<file path="config.mk">
export PLATFORM = sky130hd
export DESIGN_NAME = regfile_mp
export DESIGN_NICKNAME = d
export VERILOG_FILES = /design/src/rtl/regfile_mp.sv
export SDC_FILE = /design/constraint.sdc
export NUM_CORES = 1
export LEC_CHECK = 0
export ABC_CLOCK_PERIOD_IN_PS = 7300
export CELL_PAD_IN_SITES_DETAIL_PLACEMENT = 1
export CELL_PAD_IN_SITES_GLOBAL_PLACEMENT = 2
export CORE_UTILIZATION = 52
export DETAILED_ROUTE_END_ITERATION = 8
export GPL_TIMING_DRIVEN = 0
export PLACE_DENSITY_LB_ADDON = 0.3
export SLEW_MARGIN = 20
export SYNTH_ARGS = -nofsm -noshare
export SYNTH_HDL_FRONTEND = slang
export SYNTH_SLANG_ARGS = --single-unit
</file>
<file path="constraint.sdc">
create_clock -name I_clk -period 7.3 [get_ports I_clk]
set_input_delay 1.825 -clock I_clk [delete_from_list [all_inputs] [get_ports I_clk]]
set_output_delay 1.825 -clock I_clk [all_outputs]
set_load 0.02 [all_outputs]
</file>
<file path="src/rtl/regfile_mp.sv">
// Multi-read-port integer register file with write-to-read bypass and a
// hardware clear sequencer that zeroes the array after reset or on request.
module regfile_mp #(
    parameter  int XLEN   = 32,
    parameter  int NREGS  = 32,
    parameter  int NRD    = 2,
    parameter  int BYPASS = 1,
    localparam int AW     = $clog2(NREGS)
) (
    input  logic                 I_clk,
    input  logic                 I_rst_n,
    input  logic                 I_clear,
    input  logic                 I_re,
    input  logic [NRD*AW-1:0]    I_rs,
    input  logic                 I_we,
    input  logic [AW-1:0]        I_rd,
    input  logic [XLEN-1:0]      I_data,
    output logic [NRD*XLEN-1:0]  O_regval,
    output logic                 O_busy,
    output logic [NREGS-1:0]     O_zero_flags
);

    typedef enum logic {ST_CLEAR = 1'b0, ST_RUN = 1'b1} state_t;

    localparam logic [AW-1:0] CNT_FIRST = AW'(1);
    localparam logic [AW-1:0] CNT_LAST  = AW'(NREGS - 1);

    state_t              state_q, state_d;
    logic [AW-1:0]       cnt_q, cnt_d;
    logic                arr_we;
    logic [AW-1:0]       arr_idx;
    logic [XLEN-1:0]     arr_wdata;
    logic                rd_en;
    logic [NRD*XLEN-1:0] rdata;

    // Entry 0 is never written or read; x0 is synthesised as constant zero.
    logic [XLEN-1:0]     mem [NREGS];

    always_ff @(posedge I_clk or negedge I_rst_n) begin
        if (!I_rst_n) begin
            state_q <= ST_CLEAR;
            cnt_q   <= CNT_FIRST;
        end else begin
            state_q <= state_d;
            cnt_q   <= cnt_d;
        end
    end

    always_comb begin
        state_d   = state_q;
        cnt_d     = cnt_q;
        arr_we    = 1'b0;
        arr_idx   = cnt_q;
        arr_wdata = '0;
        rd_en     = 1'b0;
        case (state_q)
            ST_CLEAR: begin
                arr_we = 1'b1;
                cnt_d  = cnt_q + CNT_FIRST;
                if (I_clear) begin
                    cnt_d = CNT_FIRST;
                end else if (cnt_q == CNT_LAST) begin
                    state_d = ST_RUN;
                end
            end
            ST_RUN: begin
                // A clear request in RUN drops any read or write in the same cycle.
                if (I_clear) begin
                    state_d = ST_CLEAR;
                    cnt_d   = CNT_FIRST;
                end else begin
                    arr_we    = I_we && (I_rd != '0);
                    arr_idx   = I_rd;
                    arr_wdata = I_data;
                    rd_en     = I_re;
                end
            end
            default: state_d = ST_CLEAR;
        endcase
    end

    always_ff @(posedge I_clk) begin
        if (arr_we) begin
            mem[arr_idx] <= arr_wdata;
        end
    end

    for (genvar k = 0; k < NRD; k++) begin : g_rd
        logic [AW-1:0] rs_k;
        assign rs_k = I_rs[k*AW +: AW];
        assign rdata[k*XLEN +: XLEN] =
            (rs_k == '0)                                  ? '0     :
            ((BYPASS != 0) && I_we && (I_rd == rs_k))     ? I_data :
                                                            mem[rs_k];
    end

    always_ff @(posedge I_clk or negedge I_rst_n) begin
        if (!I_rst_n) begin
            O_regval <= '0;
        end else if (rd_en) begin
            O_regval <= rdata;
        end
    end

    assign O_busy = (state_q == ST_CLEAR);

    for (genvar i = 0; i < NREGS; i++) begin : g_zf
        if (i == 0) begin : g_x0
            assign O_zero_flags[i] = 1'b1;
        end else begin : g_xn
            assign O_zero_flags[i] = O_busy || (mem[i] == '0);
        end
    end

endmodule

</file>
* Word-level counts from Yosys, hierarchy flattened *
Memory sizes are Yosys's and may differ from the RTL's.
Cells that the tools add are included.

storage, ports and cells
  memory bits (read-only) = 0
  output and inout port bits = 97
  latch bits = 0
  memories kept = 1
  input port bits = 52
  memory bits (writable) = 1024
  register bits = 70
  logic and storage cells = 99

memory list
  memory  depth  bits a word  read ports  clocked after Yosys merged registers in  wr ports  RTL line  RTL
  mem     32     32           33          0                                        1         37        logic [XLEN-1:0] mem [NREGS];

cells by class
  reduce and logical (&&, ||, !) cells = 68
  eq/ne operators = 4
  bitwise logic cells = 1
  divide/modulo/power cells = 0
  $mul = 0
  mux-type cells = 21
  magnitude comparators = 0
  shifts and indexed selects = 0
  add/subtract/negate cells = 1

operators by type and width
  cell                                                           number
  32-bit logical NOT                                             31
  32-bit two-way mux                                             6
  1-bit logical OR                                               31
  5-bit two-way mux                                              4
  5-bit equality test                                            2
  5-bit logical NOT                                              2
  5-bit case mux with 2 select lines                             1
  1-bit two-way mux                                              8
  5-bit by 1-bit adder with 5-bit output, second input constant  1
  5-bit equality test, second input constant                     1
  5-bit nonzero test                                             1
  1-bit case mux with 2 select lines                             2
  1-bit logical AND                                              3
  2-bit inequality test, second input constant                   1
  1-bit inverter                                                 1

* Longest topological paths before layout *
  word-level depth = 6
  depth in mapped cells = 9
  depth with buffers taken out = 5

* Worst setup path after synthesis *
Ideal clock, no wire load.

  path type = input port to flip-flop
  from = input I_clear
  to = memory mem[0][0], enable pin
  buffers on the path = 3
  data required time = 6.879 ns
  arrival = 4.353 ns
  library setup time = 0.421 ns
  setup slack = 2.525 ns
  stages = 8
  cells stage by stage = clkbuf_1 > nor2b_1 > clkbuf_1 > clkbuf_1 > nand3_1 > o31ai_1 > nand2_1 > nor2_1

between the ends
  cells in the longest elaborated chain, start to end = 4
  elaborated cells on any way between the ends = 6
  classes of those cells = mux (6)

RTL lines
  what                                     RTL line  RTL
  start, declared                          12        input logic I_clear,
  1-bit two-way mux                        68        if (I_clear) begin
  1-bit case mux with 2 select lines       56        case (state_q)
  1-bit two-way mux                        83        if (arr_we) begin
  1-bit two-way mux (not written as such)  84        mem[arr_idx] <= arr_wdata;
  end, declared                            37

Several ways; a longest one is shown, not always the timed one.

* Final worst setup path *
  from = register state_q
  to = output O_zero_flags[15]

between the ends
  cells in the longest elaborated chain, start to end = 2

RTL lines
  what                    RTL line  RTL
  start, declared         28        state_t state_q, state_d;
  start signal, assigned  44        state_q <= state_d;
  1-bit inverter          -
  1-bit logical OR        111       assign O_zero_flags[i] = O_busy || (mem[i] == '0);
  end, declared           20        output logic [NREGS-1:0] O_zero_flags

No other way between the ends.

==> impl_metrics.tcl <==
set metrics [dict create \
    ys_types 38 \
    rsz0062_at_grt "no" \
    min_path_type "reg -> reg" \
    fin_crit_ns 5.708 \
    maxCapViolCount 0 \
    globalplace.congestion 0.9964 \
    die_y_um 318.2 \
    setup_tns_ns 0 \
    syn_to_final_growth_pct 15.70 \
    placement.io_buffers 136 \
    firstDrtPassIters 5 \
    via_count 34210 \
    cp_max_fo 10 \
    ys_ff_latch 1094 \
    antenna_found_initial 8 \
    overflow 0 \
    synthSimpleGateAreaFrac_pct 6.220 \
    holdBufCountCts 0 \
    setup_viol 0 \
    synth_edf_count 1024 \
    synthMuxAreaShare_pct 24.98 \
    crit_required_ns 5.48 \
    cts_made_buffers 114 \
    final_util_pct 60.95 \
    num_rows 115 \
    hold_viol 0 \
    holdPathEnd "O_regval[35]$_DFFE_PN0P_" \
    drive_gt1_share_pct 30.24 \
    cts_tree "built" \
    vias_per_cell 7.709 \
    post_cts_buffers 0 \
    ant_nets 0 \
    ys_warn_count 0 \
    outcome "complete, no violations" \
    p_per_area_mw_per_mm2 239.1 \
    ys_seq_area_share_pct 62.50 \
    clockBufferDepth 3 \
    fillerInstances 8339 \
    ctsResizeCount 0 \
    synthCells 2750 \
    synth_compound_gate_area_share_pct 4.232 \
    synth_top_family_by_area "multiplexers" \
    synthAdderAreaFrac_pct 0.04812 \
    tightestPinTransition_ns 1.261 \
    ir_worst_vdd_mv 0.2133 \
    synth_area_mm2 0.05200 \
    clkTransAtPathRegs_ns 0.06 \
    ys.flop_type "edfxtp_1" \
    dpl.hpwl_mm 144.0 \
    final_net_count 3098 \
    initial_core_util_pct 52.68 \
    maxSlewHeadroom_pct 15.18 \
    grt_max_degree 48 \
    fin_cells 4437 \
    die_w_um 318.2 \
    drt_iter0_markers 5221 \
    async_flop_share_pct 6.399 \
    reg2reg_from "state_q$_DFF_PN0_" \
    worstHoldStart "O_regval[35]$_DFFE_PN0P_" \
    grt_usage_pct 37.55 \
    first_global_vias 34810 \
    worstHoldPathCells 2 \
    drcViolationCount 0 \
    cts-root-buf "clkbuf_16" \
    slew_viol_final 0 \
    fmax_mhz 175.2 \
    worstSetupStartpointType "flip-flop" \
    cp_data_arrival_time_ns 3.88 \
    cts_htree_levels 3 \
    p_leak_uw 0.01754 \
    rrSetupSlack_ns 3.85 \
    wl_per_cell_um 42.55 \
    path_class "reg -> out" \
    dp.cells 4215 \
    core_mm2 0.09871 \
    synth_xor_area_share_pct 0.2190 \
    syn_nets 2804 \
    r2r_cells 8 \
    ios 149 \
    die_area_mm2 0.1013 \
    r2r-end "mem[2][3]$_DFFE_PP_" \
    drt-total-wl_mm 188.8 \
    post_dp_cell_area_mm2 0.05620 \
    clkLatencyLatePin_ns 0.72 \
    hold_ws_ns 0.5562 \
    synth.avg_cell_area_um2 18.91 \
    stdcell_area_mm2 0.06016 \
    end_kind "output port" \
    fin_crit_sh_pct 78.19 \
    finalClockSkew_ns 0.02150 \
    grt_first_pass_wirelength_mm 267.3 \
    cts_sinks 1094 \
]
## cells in the final DEF (no fill, tap or decap), types with 32 or more instances in the layout
cell                n
nand4_1            64
nand3_1            64
and2_2             32
dfrtp_1            69
nand2b_1           64
clkdlybuf4s50_1   135
a22oi_1           194
clkbuf_1          113
edfxtp_1         1024
clkbuf_16         118
buf_2              61
mux4_2            574
nor4_1            247
a21o_1             62
nor2_4             32
## how the worst max path moves through the flow
stage                                  from                     to
after global routing      state_q$_DFF_PN0_       O_zero_flags[15]
after CTS                 state_q$_DFF_PN0_       O_zero_flags[15]
after floorplan                     I_clear    mem[0][0]$_DFFE_PP_
final                     state_q$_DFF_PN0_       O_zero_flags[15]
after detailed placement            I_clear  mem[21][16]$_DFFE_PP_
after global placement              I_clear   mem[18][7]$_DFFE_PP_
## synth_stat cells, types with 2 or more instances
| library cell | instances | area share, % |
|---|---|---|
| dfrtp_1 | 69 | 3.3 |
| xnor2_1 | 11 | 0.19 |
| ha_1 | 2 | 0.048 |
| xor2_1 | 2 | 0.034 |
| a21oi_1 | 7 | 0.067 |
| nor3b_2 | 2 | 0.048 |
| mux4_2 | 574 | 25 |
| o211ai_1 | 4 | 0.058 |
| a31o_2 | 3 | 0.051 |
| mux2_2 | 2 | 0.043 |
| nand3_1 | 64 | 0.62 |
| buf_4 | 7 | 0.10 |
| buf_6 | 8 | 0.17 |
| nand2_1 | 16 | 0.12 |
| nor3b_1 | 2 | 0.029 |
| and2_1 | 34 | 0.41 |
| a21o_1 | 62 | 0.90 |
| a22o_1 | 2 | 0.034 |
| nor2b_1 | 7 | 0.084 |
| inv_1 | 5 | 0.036 |
| o21ai_0 | 31 | 0.30 |
| edfxtp_1 | 1024 | 59 |
| mux2i_1 | 4 | 0.077 |
| buf_2 | 60 | 0.58 |
| clkbuf_1 | 93 | 0.67 |
| nand4_1 | 64 | 0.77 |
| nor2_1 | 41 | 0.30 |
| nor4_1 | 251 | 3.0 |
| or3_1 | 3 | 0.036 |
| a22oi_1 | 194 | 2.8 |
| nand2b_1 | 64 | 0.77 |
| buf_1 | 32 | 0.23 |
## where the power goes
| part | internal [uW] | switching (uW) |
|---|---|---|
| Sequential | 6910 | 130 |
| Combinational | 532 | 691 |
| Clock | 3540 | 2580 |
## critical path, cell delays in order (launching register included)
cell and delay (ns):
dfrtp_1 0.48, buf_1 0.70, buf_1 0.83, o21ai_0 0.50, clkdlybuf4s50_1 0.66
## through the flow
step	total power [uW]	setup WS, ns
after floorplan	7813	2.525
after global placement	8271	0.3432
after detailed placement	8353	2.141
after CTS	14380	1.750
after global routing	14620	1.555
final	14380	1.592
## layer usage
metal  routed length, um  share of wire, %  global-route usage (%)  vias up
met5                  61             0.032                       0        -
met2               91080                48                   60.54     2758
li1                    -                 -                       -    12820
met3               23110                12                   9.807      464
met4                8597               4.6                   14.74       10
met1               65960                35                   49.15    18160
## sequential cells by signal, indices dropped and copies added (netlist names)
| register | flops |
|---|---|
| mem | 1024 |
| O_regval | 64 |
| cnt_q | 5 |
| state_q | 1 |
## final cells by class
type | instances | area, um2 | area share (%)
Sequential cell | 1094 | 32500 | 54.02
Timing Repair Buffer | 178 | 2312 | 3.843
Clock buffer | 142 | 3083 | 5.124
Multi-Input combinational cell | 1451 | 18870 | 31.37
Tap cell | 1287 | 1610 | 2.677
Buffer | 200 | 914.6 | 1.520
Antenna cell | 5 | 12.51 | 0.02080
Inverter | 5 | 18.77 | 0.03119
Clock inverter | 75 | 837.1 | 1.391
## logic make-up after synthesis
| logic type | count (synthesis) |
|---|---|
| buf+inv | 205 |
| mux | 580 |
| xor+xnor | 13 |
| other cells | 1 |
| fa+ha+maj | 2 |
| simple gates | 550 |
| compound gates | 305 |
| flops | 1094 |
(Power assumes the default switching activity.)
